### src/rtl/demux_1_8_deser_pkg.sv
// Shared definitions for the 1:8 serial-to-parallel demultiplexer.
// Holds the FSM encoding and the fixed frame geometry.
package demux_1_8_deser_pkg;

    localparam int FRAME_LEN = 8;
    localparam int CNT_W     = 3;

    typedef enum logic {
        ST_IDLE = 1'b0,
        ST_RECV = 1'b1
    } state_t;

endpackage

### src/rtl/demux_1_8_deser.sv
// 1:8 deserializer: rebuilds an LSB-first 8-bit frame from a serial stream
// framed by i_start, with a one-deep output register and backpressure.
module demux_1_8_deser
    import demux_1_8_deser_pkg::*;
(
    input  logic                 i_clk,
    input  logic                 i_rst_n,
    input  logic                 i_f,
    input  logic                 i_valid,
    input  logic                 i_start,
    output logic                 o_ready,
    output logic [FRAME_LEN-1:0] o_code,
    output logic                 o_valid,
    input  logic                 i_ready,
    output logic [CNT_W-1:0]     o_sel_code,
    output logic                 o_err
);

    state_t               r_state;
    logic [CNT_W-1:0]     r_cnt;
    logic [FRAME_LEN-1:0] r_shadow;
    logic [FRAME_LEN-1:0] r_code;
    logic                 r_valid;
    logic                 r_err;

    logic w_last;
    logic w_ready;
    logic w_accept;
    logic w_consume;

    assign w_last    = (r_cnt == CNT_W'(FRAME_LEN - 1));
    assign w_accept  = i_valid & w_ready;
    assign w_consume = r_valid & i_ready;

    // Stall only the final bit: it would overwrite a frame nobody has taken yet.
    always_comb begin
        w_ready = 1'b1;
        if ((r_state == ST_RECV) && w_last && r_valid && !i_ready) begin
            w_ready = 1'b0;
        end
    end

    always_ff @(posedge i_clk or negedge i_rst_n) begin
        if (!i_rst_n) begin
            r_state  <= ST_IDLE;
            r_cnt    <= '0;
            r_shadow <= '0;
            r_code   <= '0;
            r_valid  <= 1'b0;
            r_err    <= 1'b0;
        end else begin
            r_err <= 1'b0;
            if (w_consume) begin
                r_valid <= 1'b0;
            end
            if (w_accept) begin
                case (r_state)
                    ST_IDLE: begin
                        if (i_start) begin
                            r_shadow <= {{(FRAME_LEN-1){1'b0}}, i_f};
                            r_cnt    <= CNT_W'(1);
                            r_state  <= ST_RECV;
                        end
                    end
                    ST_RECV: begin
                        if (i_start) begin
                            // Resync: drop the partial frame, this bit is a new bit 0.
                            r_err    <= 1'b1;
                            r_shadow <= {{(FRAME_LEN-1){1'b0}}, i_f};
                            r_cnt    <= CNT_W'(1);
                        end else if (w_last) begin
                            r_code  <= {i_f, r_shadow[FRAME_LEN-2:0]};
                            r_valid <= 1'b1;
                            r_cnt   <= '0;
                            r_state <= ST_IDLE;
                        end else begin
                            r_shadow[r_cnt] <= i_f;
                            r_cnt           <= r_cnt + 1'b1;
                        end
                    end
                    default: r_state <= ST_IDLE;
                endcase
            end
        end
    end

    assign o_ready    = w_ready;
    assign o_code     = r_code;
    assign o_valid    = r_valid;
    assign o_sel_code = r_cnt;
    assign o_err      = r_err;

endmodule

### config.mk
export PLATFORM = sky130hd
export DESIGN_NAME = demux_1_8_deser
export DESIGN_NICKNAME = d
export VERILOG_FILES = /design/src/rtl/demux_1_8_deser_pkg.sv /design/src/rtl/demux_1_8_deser.sv
export SDC_FILE = /design/constraint.sdc
export NUM_CORES = 1
export LEC_CHECK = 0
export CORE_ASPECT_RATIO = 0.6
export CORE_MARGIN = 2
export CORE_UTILIZATION = 45
export CTS_CLUSTER_SIZE = 20
export DETAILED_ROUTE_END_ITERATION = 12
export PLACE_DENSITY = 0.83
export RECOVER_POWER = 25
export SKIP_CTS_REPAIR_TIMING = 1
export SLEW_MARGIN = 0
export SYNTH_ARGS = -nofsm -noshare
export SYNTH_HDL_FRONTEND = slang
export SYNTH_SLANG_ARGS = --single-unit
### constraint.sdc
create_clock -name i_clk -period 1.9 [get_ports i_clk]
set_clock_uncertainty 0.15 [all_clocks]
set_input_delay 0.19 -clock i_clk [delete_from_list [all_inputs] [get_ports i_clk]]
set_output_delay 0.19 -clock i_clk [all_outputs]
set_load 0.005 [all_outputs]
# Word level (Yosys, flattened, before mapping)
# Cells that the tools add are included.
# totals
out_inout_bits,14
input_bits,6
regBits,22
word_cells,47
# op_classes
n_addsub,1
n_mux,23
magnitude_cmp,2
reduce_logical,8
eq_ne,3
bitwise_logic,4
# ops
operator,n
2-to-1 mux 8 bit,3
case mux 8 bit (2 select lines),1
2-to-1 mux 1 bit,12
2-to-1 mux 3 bit,3
bitwise mux 8 bit,1
case mux 3 bit (2 select lines),1
logical AND 1 bit,4
"< comparator 3 x 4 -> 1 bit, second input constant",1
AND reduction 4 bit,1
"adder 3 x 1 -> 3 bit, second input constant",1
demux 1 bit (select 3 bit),1
"equality test 3 bit, second input constant",1
">= comparator 3 x 1 -> 1 bit, second input constant",1
"inequality test 3 bit, second input constant",1
AND reduction 3 bit,1
AND 1 bit,2
"inequality test 2 bit, second input constant",1
inverter 1 bit,2
case mux 1 bit (2 select lines),1
AND reduction 2 bit,1
zero test 1 bit,1

# Longest topological paths before layout
# depth
ltp_word,8
ltp_mapped,5
ltp_nobuf,5

# Worst setup path before layout
# No wires, ideal clock.
# synth_path
path_type,flip-flop to flip-flop
startpoint,"reg r_cnt[0], in the netlist o_sel_code[0]"
endpoint,reg r_shadow[0]
t_arrival_ns,1.499
n_path_buf,0
required_time_ns,1.624
setup_slack_ns,0.125
stages_incl_launch_ff,6
synth_period_minus_slack_ns,1.775
cell_sequence,dfrtp_1 > ha_1 > ha_1 > nand2b_1 > o21a_1 > a221o_1
# synth_via
elab_chain_len,8
# synth_rtl
element,line,source
start: declaration,demux_1_8_deser.sv:20,logic [CNT_W-1:0] r_cnt;
start signal: assignment,demux_1_8_deser.sv:78,r_cnt <= r_cnt + 1'b1;
< comparator 3 x 4 -> 1 bit (not written as such) or >= comparator 3 x 1 -> 1 bit (tied branches),demux_1_8_deser.sv:77,r_shadow[r_cnt] <= i_f;
logical AND 1 bit (not written as such),demux_1_8_deser.sv:77,
2-to-1 mux 1 bit (not written as such),demux_1_8_deser.sv:77,
demux 1 bit (select 3 bit),demux_1_8_deser.sv:77,
bitwise mux 8 bit,demux_1_8_deser.sv:77,
2-to-1 mux 8 bit,demux_1_8_deser.sv:71,end else if (w_last) begin
2-to-1 mux 8 bit,demux_1_8_deser.sv:66,if (i_start) begin
case mux 8 bit (2 select lines),demux_1_8_deser.sv:57,case (r_state)
end signal: assignment,demux_1_8_deser.sv:60,"r_shadow <= {{(FRAME_LEN-1){1'b0}}, i_f};"
end signal: assignment,demux_1_8_deser.sv:69,"r_shadow <= {{(FRAME_LEN-1){1'b0}}, i_f};"
end signal: indexed assignment,demux_1_8_deser.sv:77,
end: declaration,demux_1_8_deser.sv:21,logic [FRAME_LEN-1:0] r_shadow;
# Several ways; a longest one is shown, not always the timed one. The select of a mux whose other input is x is not followed.
# A chain may end at the register's enable or synchronous reset.

# Worst setup path in the final report
# Same ends and word-level chain as after synthesis.

==> metrics.csv <==
stage;metric;value;unit
power;pwr-share-comb;25.5;%
power;switching_share;28.00;%
power;power_frac_seq;48.7;%
global_route;antenna_found_initial;0;
global_route;grt_pass1_wl;3995;um
power;clkPwrFrac;25.9;%
global_route;grt_pass1_vias;813;
power;p_leak;0.6110;nW
job;cap_violations;0;
logic_synthesis;synthDistinctLibCells;30;
finish;final_common_cell;dfrtp_1;
floorplan;ioPinCount;20;
power;vdd.ir_drop.worst;505.1;uV
clocking;path_clk_slew;0.07;ns
worst_setup_path;crit_path_max_fanout;6;
placement;gp_congestion;0.9086;
sta;fin_crit_sh;92.63;%
floorplan;start_util;47.83;%
drt;vias;817;
floorplan;core_area;2163;um^2
logic_synthesis;synth_async_sr_flop_share;100.0;%
logic_synthesis;synth_edf_count;0;
worst_setup_path;timing.critical_path.to_type;flop;
placement;place_hpwl;1779;um
drt;totalWireLength;2375;um
logic_synthesis;synthesis.instances;89;
power;powerDensity;802.4;nW/um^2
global_route;grt_max_degree;22;
worst_setup_path;ff2ff_path_depth;5;
logic_synthesis;yosysWarningCount;0;
worst_hold_path;hp-start;o_code[0]$_DFFE_PN0P_;
worst_setup_path;critPathLaunchType;flop;
worst_setup_path;crit_type;flop to flop;
global_route;grt_overflow;0;
finish;mostFrequentLayoutCells;dfrtp_1 (21), clkdlybuf4s50_1 (17), inv_1 (11);
logic_synthesis;seq_area_frac_synth;50.79;%
sta;tightest_slew;1.078;ns
worst_setup_path;worstPathRequired;1.90;ns
clocking;cts-buffers-inserted;3;
worst_setup_path;reg2reg_from;o_sel_code[0]$_DFFE_PN0P_;
clocking;worstSkewPairLatency;0.26;ns
floorplan;die_w;65.91;um
clocking;cts_buffer_depth;2;
drt;avgViaCountPerCell;5.520;
worst_setup_path;critPathArrivalTime;1.76;ns
worst_setup_path;path_cells;ha_1 > ha_2 > nand2b_1 > o21a_1 > a221o_1;
logic_synthesis;yosys_most_used_dff;dfrtp_1;
power;switching_power;0.3073;mW
sta;rsz0062_at_grt;false;
drt;post-route-drc-count;0;
sta;finalHoldViolations;0;
logic_synthesis;yosys.area.top_type;dfrtp_1;
logic_synthesis;synth-seq-cells;21;
sta;setup_viol;0;
logic_synthesis;synth_area_leaders;dfrtp_1 (51%), mux2_2 (8.7%), o221ai_1 (5.1%), inv_1 (4.0%), a211o_1 (3.4%);
clocking;cts_root_buffer;clkbuf_8;
worst_hold_path;whs_endpoint;o_code[0]$_DFFE_PN0P_;
power;p_int;0.7901;mW
worst_setup_path;slowest_delay;0.38;ns
drt;drt-pass1-iter-count;4;
logic_synthesis;syn_nets;97;
worst_setup_path;slowest_stage;dfrtp_1;
sta;finalWorstSetupSlack;0.1401;ns
sta;setup_tns;0;ns
outcome;status;finished, final reports clean;
clocking;cts_max_level;1;
sta;timing.hold.ws;0.3564;ns
drt;routedWlPerCell;16.05;um
finish;drive_above_1_share;19.49;%
placement;port_buffers;19;
finish;diodes;0;
sta;slew_violations;0;
finish;fill_cells;167;
clocking;cts_tree;built;
logic_synthesis;syn_area_per_cell;11.63;um^2
worst_setup_path;r2r-end;r_shadow[0]$_DFFE_PN0P_;
worst_hold_path;min_path_cells;1;
placement;dp_slack;0.02202;ns
sta;relSlewSlack;28.10;%
worst_setup_path;path_buf_inv;0;
drt;postRouteAntennaNets;0;
worst_hold_path;hold_path_class;flop to flop;
sta;fmax;568.2;MHz
drt;drtIter0Drc;18;
finish;finalNetCount;127;
floorplan;die_area;2712;um^2
floorplan;fp-row-count;13;
sta;period_minus_slack;1.760;ns
floorplan;die_h;41.15;um
power;totalPowerFinal;1.097;mW
logic_synthesis;synth_top_area_share;50.79;%
worst_setup_path;cp_top_family;compound AO/OA/AOI/OAI gates;
finish;area_delta_synth_final;32.16;%
global_route;grt.total_usage;21.15;%
worst_setup_path;r2r_setup_slack;0.14;ns
clocking;clock-sinks;21;
logic_synthesis;synthesis.area;1035;um^2
finish;fin_util;63.22;%
## power groups by stage
stage	Sequential (mW)	Combinational, mW	Clock (mW)
2_1_floorplan	0.549	0.124	0
3_5_place_dp	0.541	0.275	0
5_1_grt	0.540	0.309	0.313
4_1_cts	0.533	0.277	0.294
3_3_place_gp	0.538	0.260	0
6_report	0.534	0.279	0.284
## flip-flops by register name (all words and copies together), names as in the netlist
| signal | flops |
|---|---|
| o_sel_code | 3 |
| o_code | 8 |
| r_state | 1 |
| r_shadow | 7 |
| o_err | 1 |
| o_valid | 1 |
## worst register-to-register path, cell delays in order, from the launching register on
cell,delay (ns)
dfrtp_1,0.38
ha_1,0.21
ha_2,0.21
nand2b_1,0.21
o21a_1,0.15
a221o_1,0.33
## Yosys cell counts (all sizes together) (2+ instances only)
master / n
dfrtp: 21
inv: 11
mux2: 8
o221ai: 6
a211o: 4
nand3: 4
nor2b: 4
a22o: 3
nand2b: 3
buf: 2
ha: 2
nand2: 2
nand4: 2
o311ai: 2
## per-stage QoR
step	std cells	cell area [um^2]
floorplan	89	1035
global placement	143	1305
global route	148	1368
CTS	147	1351
finish	148	1368
detailed placement	143	1305
## final cells by class
cell class | instances | area [um^2] | share of cell area [%]
clock buffer | 3 | 41.29 | 3.019
clock inverter | 1 | 5.005 | 0.3660
inverter | 11 | 41.29 | 3.019
multi-input combinational | 55 | 467.9 | 34.22
sequential | 21 | 525.5 | 38.43
tap | 30 | 37.54 | 2.745
timing repair buffer | 27 | 249.0 | 18.21
## how the worst max path moves through the flow
stage / to / depth (start not counted) / from / slack, ns
floorplan: r_shadow[0]$_DFFE_PN0P_ / 5 / o_sel_code[0]$_DFFE_PN0P_ / 0.13
global placement: o_code[6]$_DFFE_PN0P_ / 4 / i_valid / 0.10
detailed placement: o_ready / 4 / o_sel_code[0]$_DFFE_PN0P_ / 0.02
CTS: o_ready / 4 / o_sel_code[0]$_DFFE_PN0P_ / -0.26
global route: r_shadow[2]$_DFFE_PN0P_ / 5 / o_sel_code[0]$_DFFE_PN0P_ / 0.07
finish: r_shadow[0]$_DFFE_PN0P_ / 5 / o_sel_code[0]$_DFFE_PN0P_ / 0.14
## metal layers
layer  GRT usage (%)  vias up  part of all wire, %
met3           6.319        6                  4.8
met1           27.67      396                   49
met4           5.729        0                  1.1
met5               0        -                    0
li1                -      393                    -
met2           35.10       22                   46
## cells by family (layout without fill, tap and decap cells)
group	after synthesis	in the layout	share of synthesized area, %
AO/OA/AOI/OAI	24	24	19.83
adder cells (fa/ha/maj)	2	2	2.418
buffers and inverters	13	42	4.958
flip-flops	21	21	50.79
multiplexers	8	8	8.707
AND/OR/NAND/NOR	21	21	13.30
(Power assumes the default switching activity.)
